File: config.mk
export PLATFORM = sky130hd
export DESIGN_NAME = sys_ctrl_cmd_dec
export DESIGN_NICKNAME = d
export VERILOG_FILES = /design/src/rtl/sys_ctrl_pkg.sv /design/src/rtl/sys_ctrl_frame_timer.sv /design/src/rtl/sys_ctrl_cmd_dec.sv
export SDC_FILE = /design/constraint.sdc
export NUM_CORES = 1
export LEC_CHECK = 0
export ABC_AREA = 1
export ABC_CLOCK_PERIOD_IN_PS = 1300
export CAP_MARGIN = 0
export CORE_MARGIN = 2
export CORE_UTILIZATION = 45
export CTS_BUF_LIST = sky130_fd_sc_hd__clkbuf_16
export CTS_CLUSTER_SIZE = 14
export DETAILED_ROUTE_END_ITERATION = 8
export PLACE_DENSITY_LB_ADDON = 0.08
export SYNTH_ARGS = -nofsm -noshare
export SYNTH_HDL_FRONTEND = slang
export SYNTH_SLANG_ARGS = --single-unit
File: constraint.sdc
create_clock -name CLK -period 1.3 [get_ports CLK]
set_input_delay 0.26 -clock CLK [delete_from_list [all_inputs] [get_ports CLK]]
set_output_delay 0.26 -clock CLK [all_outputs]
set_load 0.02 [all_outputs]
File: src/rtl/sys_ctrl_pkg.sv
// Shared types and default constants for the system-controller command decoder.
package sys_ctrl_pkg;

   typedef enum logic [2:0] {
      StIdle,
      StAddr,
      StWdata,
      StOpa,
      StOpb,
      StFun,
      StWaitRd,
      StWaitAlu
   } state_e;

   localparam int unsigned CMD_WR_DEF      = 'hAA;
   localparam int unsigned CMD_RD_DEF      = 'hBB;
   localparam int unsigned CMD_ALU_OP_DEF  = 'hCC;
   localparam int unsigned CMD_ALU_NOP_DEF = 'hDD;

   localparam int unsigned OPA_ADDR_DEF = 0;
   localparam int unsigned OPB_ADDR_DEF = 1;

endpackage

File: src/rtl/sys_ctrl_frame_timer.sv
// Saturating inter-byte timer; o_expire flags the cycle on which the count reaches the limit.
module sys_ctrl_frame_timer #(
   parameter int unsigned TIMEOUT_CYCLES = 1023
) (
   input  logic i_clk,
   input  logic i_rst_n,
   input  logic i_clr,
   input  logic i_en,
   output logic o_expire
);

   localparam bit          Enabled = (TIMEOUT_CYCLES != 0);
   localparam int unsigned CntW    = Enabled ? $clog2(TIMEOUT_CYCLES + 1) : 1;
   localparam logic [CntW-1:0] Limit = CntW'(TIMEOUT_CYCLES);

   logic [CntW-1:0] r_cnt;

   always_ff @(posedge i_clk) begin
      if (!i_rst_n) begin
         r_cnt <= '0;
      end else if (i_clr) begin
         r_cnt <= '0;
      end else if (Enabled && i_en && (r_cnt != Limit)) begin
         r_cnt <= r_cnt + 1'b1;
      end
   end

   // Fires on the edge where the count steps onto the limit, so the error lines up with it.
   assign o_expire = Enabled && i_en && !i_clr && (r_cnt == Limit - 1'b1);

endmodule

File: src/rtl/sys_ctrl_cmd_dec.sv
// Receive-side command decoder: turns UART RX bytes into register-file and ALU strobes,
// with inter-byte timeout, address range check and completion waits.
module sys_ctrl_cmd_dec
   import sys_ctrl_pkg::*;
#(
   parameter int unsigned DATA_WIDTH     = 8,
   parameter int unsigned ADDR_WIDTH     = 4,
   parameter int unsigned FUN_WIDTH      = 4,
   parameter int unsigned OPA_ADDR       = OPA_ADDR_DEF,
   parameter int unsigned OPB_ADDR       = OPB_ADDR_DEF,
   parameter int unsigned TIMEOUT_CYCLES = 1023,
   parameter logic [DATA_WIDTH-1:0] CMD_WR      = DATA_WIDTH'(CMD_WR_DEF),
   parameter logic [DATA_WIDTH-1:0] CMD_RD      = DATA_WIDTH'(CMD_RD_DEF),
   parameter logic [DATA_WIDTH-1:0] CMD_ALU_OP  = DATA_WIDTH'(CMD_ALU_OP_DEF),
   parameter logic [DATA_WIDTH-1:0] CMD_ALU_NOP = DATA_WIDTH'(CMD_ALU_NOP_DEF)
) (
   input  logic                  CLK,
   input  logic                  RST,
   input  logic [DATA_WIDTH-1:0] RX_P_DATA,
   input  logic                  RX_D_VLD,
   input  logic                  alu_out_done,
   input  logic                  rd_data_vld,
   output logic                  EN,
   output logic [FUN_WIDTH-1:0]  ALU_FUN,
   output logic                  CLK_EN,
   output logic [ADDR_WIDTH-1:0] Address,
   output logic                  WrEn,
   output logic                  RdEn,
   output logic [DATA_WIDTH-1:0] WrData,
   output logic                  busy,
   output logic                  frame_err
);

   state_e                  r_state;
   logic                    r_is_rd;
   logic                    r_en;
   logic [FUN_WIDTH-1:0]    r_alu_fun;
   logic                    r_clk_en;
   logic [ADDR_WIDTH-1:0]   r_addr;
   logic                    r_wr_en;
   logic                    r_rd_en;
   logic [DATA_WIDTH-1:0]   r_wr_data;
   logic                    r_frame_err;

   logic   w_done;
   logic   w_timed;
   logic   w_expire;
   state_e w_dec_state;

   assign w_done = ((r_state == StWaitRd) && rd_data_vld) ||
                   ((r_state == StWaitAlu) && alu_out_done);
   assign w_timed = (r_state inside {StAddr, StWdata, StOpa, StOpb, StFun});
   // A completion frees the decoder in the same cycle, so a coincident byte starts a new frame.
   assign w_dec_state = w_done ? StIdle : r_state;

   sys_ctrl_frame_timer #(
      .TIMEOUT_CYCLES(TIMEOUT_CYCLES)
   ) u_timer (
      .i_clk   (CLK),
      .i_rst_n (RST),
      .i_clr   (RX_D_VLD),
      .i_en    (w_timed),
      .o_expire(w_expire)
   );

   always_ff @(posedge CLK) begin
      if (!RST) begin
         r_state     <= StIdle;
         r_is_rd     <= 1'b0;
         r_en        <= 1'b0;
         r_alu_fun   <= '0;
         r_clk_en    <= 1'b0;
         r_addr      <= '0;
         r_wr_en     <= 1'b0;
         r_rd_en     <= 1'b0;
         r_wr_data   <= '0;
         r_frame_err <= 1'b0;
      end else begin
         r_en        <= 1'b0;
         r_wr_en     <= 1'b0;
         r_rd_en     <= 1'b0;
         r_wr_data   <= '0;
         r_frame_err <= 1'b0;

         if (w_done) begin
            r_state <= StIdle;
            if (r_state == StWaitAlu) begin
               r_clk_en  <= 1'b0;
               r_alu_fun <= '0;
            end
         end

         if (w_expire) begin
            r_frame_err <= 1'b1;
            r_state     <= StIdle;
         end else if (RX_D_VLD) begin
            unique case (w_dec_state)
               StIdle: begin
                  if (RX_P_DATA == CMD_WR || RX_P_DATA == CMD_RD) begin
                     r_is_rd <= (RX_P_DATA == CMD_RD);
                     r_state <= StAddr;
                  end else if (RX_P_DATA == CMD_ALU_OP) begin
                     r_state <= StOpa;
                  end else if (RX_P_DATA == CMD_ALU_NOP) begin
                     r_state <= StFun;
                  end else begin
                     r_frame_err <= 1'b1;
                  end
               end
               StAddr: begin
                  if (|RX_P_DATA[DATA_WIDTH-1:ADDR_WIDTH]) begin
                     r_frame_err <= 1'b1;
                     r_state     <= StIdle;
                  end else begin
                     r_addr <= RX_P_DATA[ADDR_WIDTH-1:0];
                     if (r_is_rd) begin
                        r_rd_en <= 1'b1;
                        r_state <= StWaitRd;
                     end else begin
                        r_state <= StWdata;
                     end
                  end
               end
               StWdata: begin
                  r_wr_en   <= 1'b1;
                  r_wr_data <= RX_P_DATA;
                  r_state   <= StIdle;
               end
               StOpa: begin
                  r_wr_en   <= 1'b1;
                  r_addr    <= ADDR_WIDTH'(OPA_ADDR);
                  r_wr_data <= RX_P_DATA;
                  r_state   <= StOpb;
               end
               StOpb: begin
                  r_wr_en   <= 1'b1;
                  r_addr    <= ADDR_WIDTH'(OPB_ADDR);
                  r_wr_data <= RX_P_DATA;
                  r_state   <= StFun;
               end
               StFun: begin
                  r_alu_fun <= RX_P_DATA[FUN_WIDTH-1:0];
                  r_en      <= 1'b1;
                  r_clk_en  <= 1'b1;
                  r_state   <= StWaitAlu;
               end
               StWaitRd, StWaitAlu: begin
                  r_frame_err <= 1'b1;
               end
               default: begin
                  r_state <= StIdle;
               end
            endcase
         end
      end
   end

   assign EN        = r_en;
   assign ALU_FUN   = r_alu_fun;
   assign CLK_EN    = r_clk_en;
   assign Address   = r_addr;
   assign WrEn      = r_wr_en;
   assign RdEn      = r_rd_en;
   assign WrData    = r_wr_data;
   assign frame_err = r_frame_err;
   assign busy      = (r_state != StIdle);

endmodule

==> impl_metrics.toml, run 1 <==
[route]
drc = 0
vias_per_cell = 5.10
wirelength_mm = 5.75
via_count = 2090
drtPass1Iterations = 5
drt-initial-drc-count = 220
ant_nets = 0
routedWlPerCell_um = 14.0

[critical_path]
timing.rr.start = "r_state[2]"
slowest_stage = "dfxtp_2"
crit_type = "reg2reg"
r2r_slack_ns = -0.08
startpoint = "r_state[2]"
cp_cell_sequence = "buf_6 -> buf_4 -> nand2_2 -> nor2_4 -> nand2_1 -> o21ai_1 -> a21oi_1"
required_ns = 1.46
critical_path.max_fanout = 5
critPathMaxStageDelay_ns = 0.35
crit_arrival_ns = 1.54
ff2ff_path_depth = 7
r2r_end = "ALU_FUN[3]"
start_kind = "flop"
cp-end-kind = "flop"

[logic_synthesis]
yosysTopAreaCell = "dfxtp_1"
syn_nets = 285
netlist_instances = 270
netlist_area_mm2 = 0.00177
synth_top_area_share = 0.396
yosysWarnings = 0
synth_cell_types = 23
ys_ff_latch = 35
ys_seq_area_frac = 0.396
synth.area.top_cells = "dfxtp_1 (40%), nand2_1 (19%), nor2_1 (8.1%)"
post_synth.cell_area_avg_um2 = 6.55

[placement]
globalplace.congestion = 0.907
dp_hpwl_mm = 3.52
io_buffers = 34
dp.cells = 395
placed_area_mm2 = 0.00252

[cts]
clock_sinks = 35
clock-root-buffer = "clkbuf_16"
cts.clk_slew.worst_paths_ns = 0.06
htreeDepth = 2
cts_buffers = 5
cts_tree = "done"
hold_buffers = 0
clk_latency_ns = 0.28
clockBufferDepth = 2

[hold_path]
hold_start = "RX_P_DATA[7]"
hp-class = "in2reg"
hold_depth = 4
holdPathEnd = "WrData[7]"

[global_routing]
antenna_found_initial = 0
grt_usage = 0.241
grt_pass1_vias = 1943
grt_max_degree = 13
overflow = 0
grt_pass1_wl_mm = 8.16

[power]
pwr-share-seq = 0.340
pwr-share-comb = 0.189
vdd_drop_max_v = 0.000609
internal_power_mw = 2.48
power_density_mw_per_mm2 = 1100
total_power_mw = 3.31
p_leak_nw = 1.54
clock_power_share = 0.471
power.switching_mw = 0.835
swShare = 0.252

[final_layout]
fin_area_mm2 = 0.00302
final_cells = 410
final_util = 0.813
diodes = 0
num-fill-cells = 231
final_layout_size_suffix_gt1_frac = 0.384
multi_input_area_mm2 = 0.00117
finalNetCount = 376
seqCellArea_um2 = 708
syn_to_final_growth_pct = 70.8

[floorplan]
core_mm2 = 0.00372
die_w_um = 66.7
rows = 22
ios = 35
dieHeight_um = 66.7
start_util = 0.476
die_area_mm2 = 0.00445

[flow_run]
drv_cap = 0

[sta]
clock_skew_ns = 0.00524
min_period_ns = 1.38
setup_tns_ns = -0.485
period_share = 1.06
hold_viol = 0
rsz0062_at_grt = "true"
maxSlewHeadroom = 0.797
fmax_ghz = 0.727
setup_viol = 18
slew_violations = 0
finalWorstSetupSlack_ns = -0.0764
tightest_slew_ns = 0.305

[status]
violations = "negative setup slack"
status = "finished with violations"
through the flow:
stage	hold WS (ns)	setup slack, ns
global route	0.405	-0.134
global placement	0.434	-0.263
detailed placement	0.437	-0.309
finish	0.374	-0.0764
CTS	0.443	0.00113
floorplan	0.392	0.00000400
worst max-delay path: cells and delay by family (launching register included):
kind | cells | cell delay, ns
buffers and inverters | 2 | 0.26
AO/OA/AOI/OAI | 2 | 0.27
AND/OR/NAND/NOR | 3 | 0.38
flip-flops | 1 | 0.35
synth_stat cells:
master and number:
nand2_2 4, clkbuf_1 1, nand4_1 4, xnor2_1 2, inv_2 8, inv_1 25
o211ai_1 1, nand2_1 89, xor2_1 6, nand3_1 12, nor3_4 1, buf_6 1
nor2_1 38, o22ai_1 3, nor3_1 3, a21oi_2 1, ha_1 2, o21ai_1 6
buf_2 3, dfxtp_1 35, o21ai_0 5, nand3_2 2, a21oi_1 18
logic make-up (layout without fill, tap and decap cells):
logic type / after synthesis / in the layout / synth area share
and+or+nand+nor: 153 / 153 / 0.361
buffers and inverters: 38 / 130 / 0.0870
DFF: 35 / 35 / 0.396
AOI/OAI and AO/OA: 34 / 34 / 0.102
xor gates and xnor gates: 8 / 8 / 0.0396
adders and majority gates: 2 / 2 / 0.0142
power by group through the flow:
stage | logic, mW | registers (mW) | clock network (mW)
after detailed placement | 0.502 | 1.15 | 0
after CTS | 0.534 | 1.12 | 1.57
after floorplan | 0.223 | 1.18 | 0
after global placement | 0.500 | 1.15 | 0
final | 0.626 | 1.13 | 1.56
after global routing | 0.672 | 1.13 | 1.61
final cells by class:
type | instances | area share
clock buffers | 5 | 0.0414
flip-flops and latches | 35 | 0.234
inverters | 33 | 0.0427
multi-input cells | 197 | 0.386
well taps | 48 | 0.0199
repair buffers | 89 | 0.253
clock inverters | 3 | 0.0224
worst max path at each step:
stage / slack, ns / end / cells after the start
6_report: -0.08 / ALU_FUN[3] / 7
5_1_grt: -0.13 / ALU_FUN[3] / 7
4_1_cts: 0.001 / u_timer.r_cnt[0] / 8
3_5_place_dp: -0.31 / r_state[2] / 9
3_3_place_gp: -0.26 / r_state[2] / 9
2_1_floorplan: 0.000004 / r_state[2] / 8
layout by cell type (no fill, tap or decap), drive strengths merged:
cell type	count
buf	56
o21ai	11
clkinvlp	1
nand3	14
o211ai	1
bufinv	2
xnor2	2
nor2	38
ha	2
dlymetal6s2s	9
clkdlybuf4s50	3
o22ai	3
xor2	6
clkbuf	5
nor3	4
nand2	93
nand4	4
dlygate4sd2	21
inv	33
a21oi	19
dfxtp	35
flip-flops by register name, indices dropped and copies added (netlist names):
signal	flops
u_timer.r_cnt	10
WrData	8
ALU_FUN	4
Address	4
r_state	3
CLK_EN	1
EN	1
RdEn	1
WrEn	1
frame_err	1
r_is_rd	1
timing repair:
| item | in CTS | in global routing |
|---|---|---|
| gates resized for setup | 57 | 59 |
| endpoints found under the setup margin | 47 | 32 |
| pin swaps | 11 | 18 |
| buffers inserted | 2 | 5 |
per-layer routing:
| layer | track usage | share of wire |
|---|---|---|
| met2 | 0.409 | 0.50 |
| met4 | 0.0740 | 0.013 |
| met3 | 0.0524 | 0.064 |
| met5 | 0 | 0 |
| met1 | 0.303 | 0.42 |
No activity file was read; power rests on OpenSTA's default activity.
==> run 2: changes to the inputs <==
--- a/config.mk
+++ b/config.mk
@@ -14,6 +14,7 @@
 export CTS_CLUSTER_SIZE = 14
 export DETAILED_ROUTE_END_ITERATION = 8
 export PLACE_DENSITY_LB_ADDON = 0.08
+export SLEW_MARGIN = 20
 export SYNTH_ARGS = -nofsm -noshare
 export SYNTH_HDL_FRONTEND = slang
 export SYNTH_SLANG_ARGS = --single-unit
==> results of run 2 <==
Final layout, timing and power as in run 1 (identical DEF).
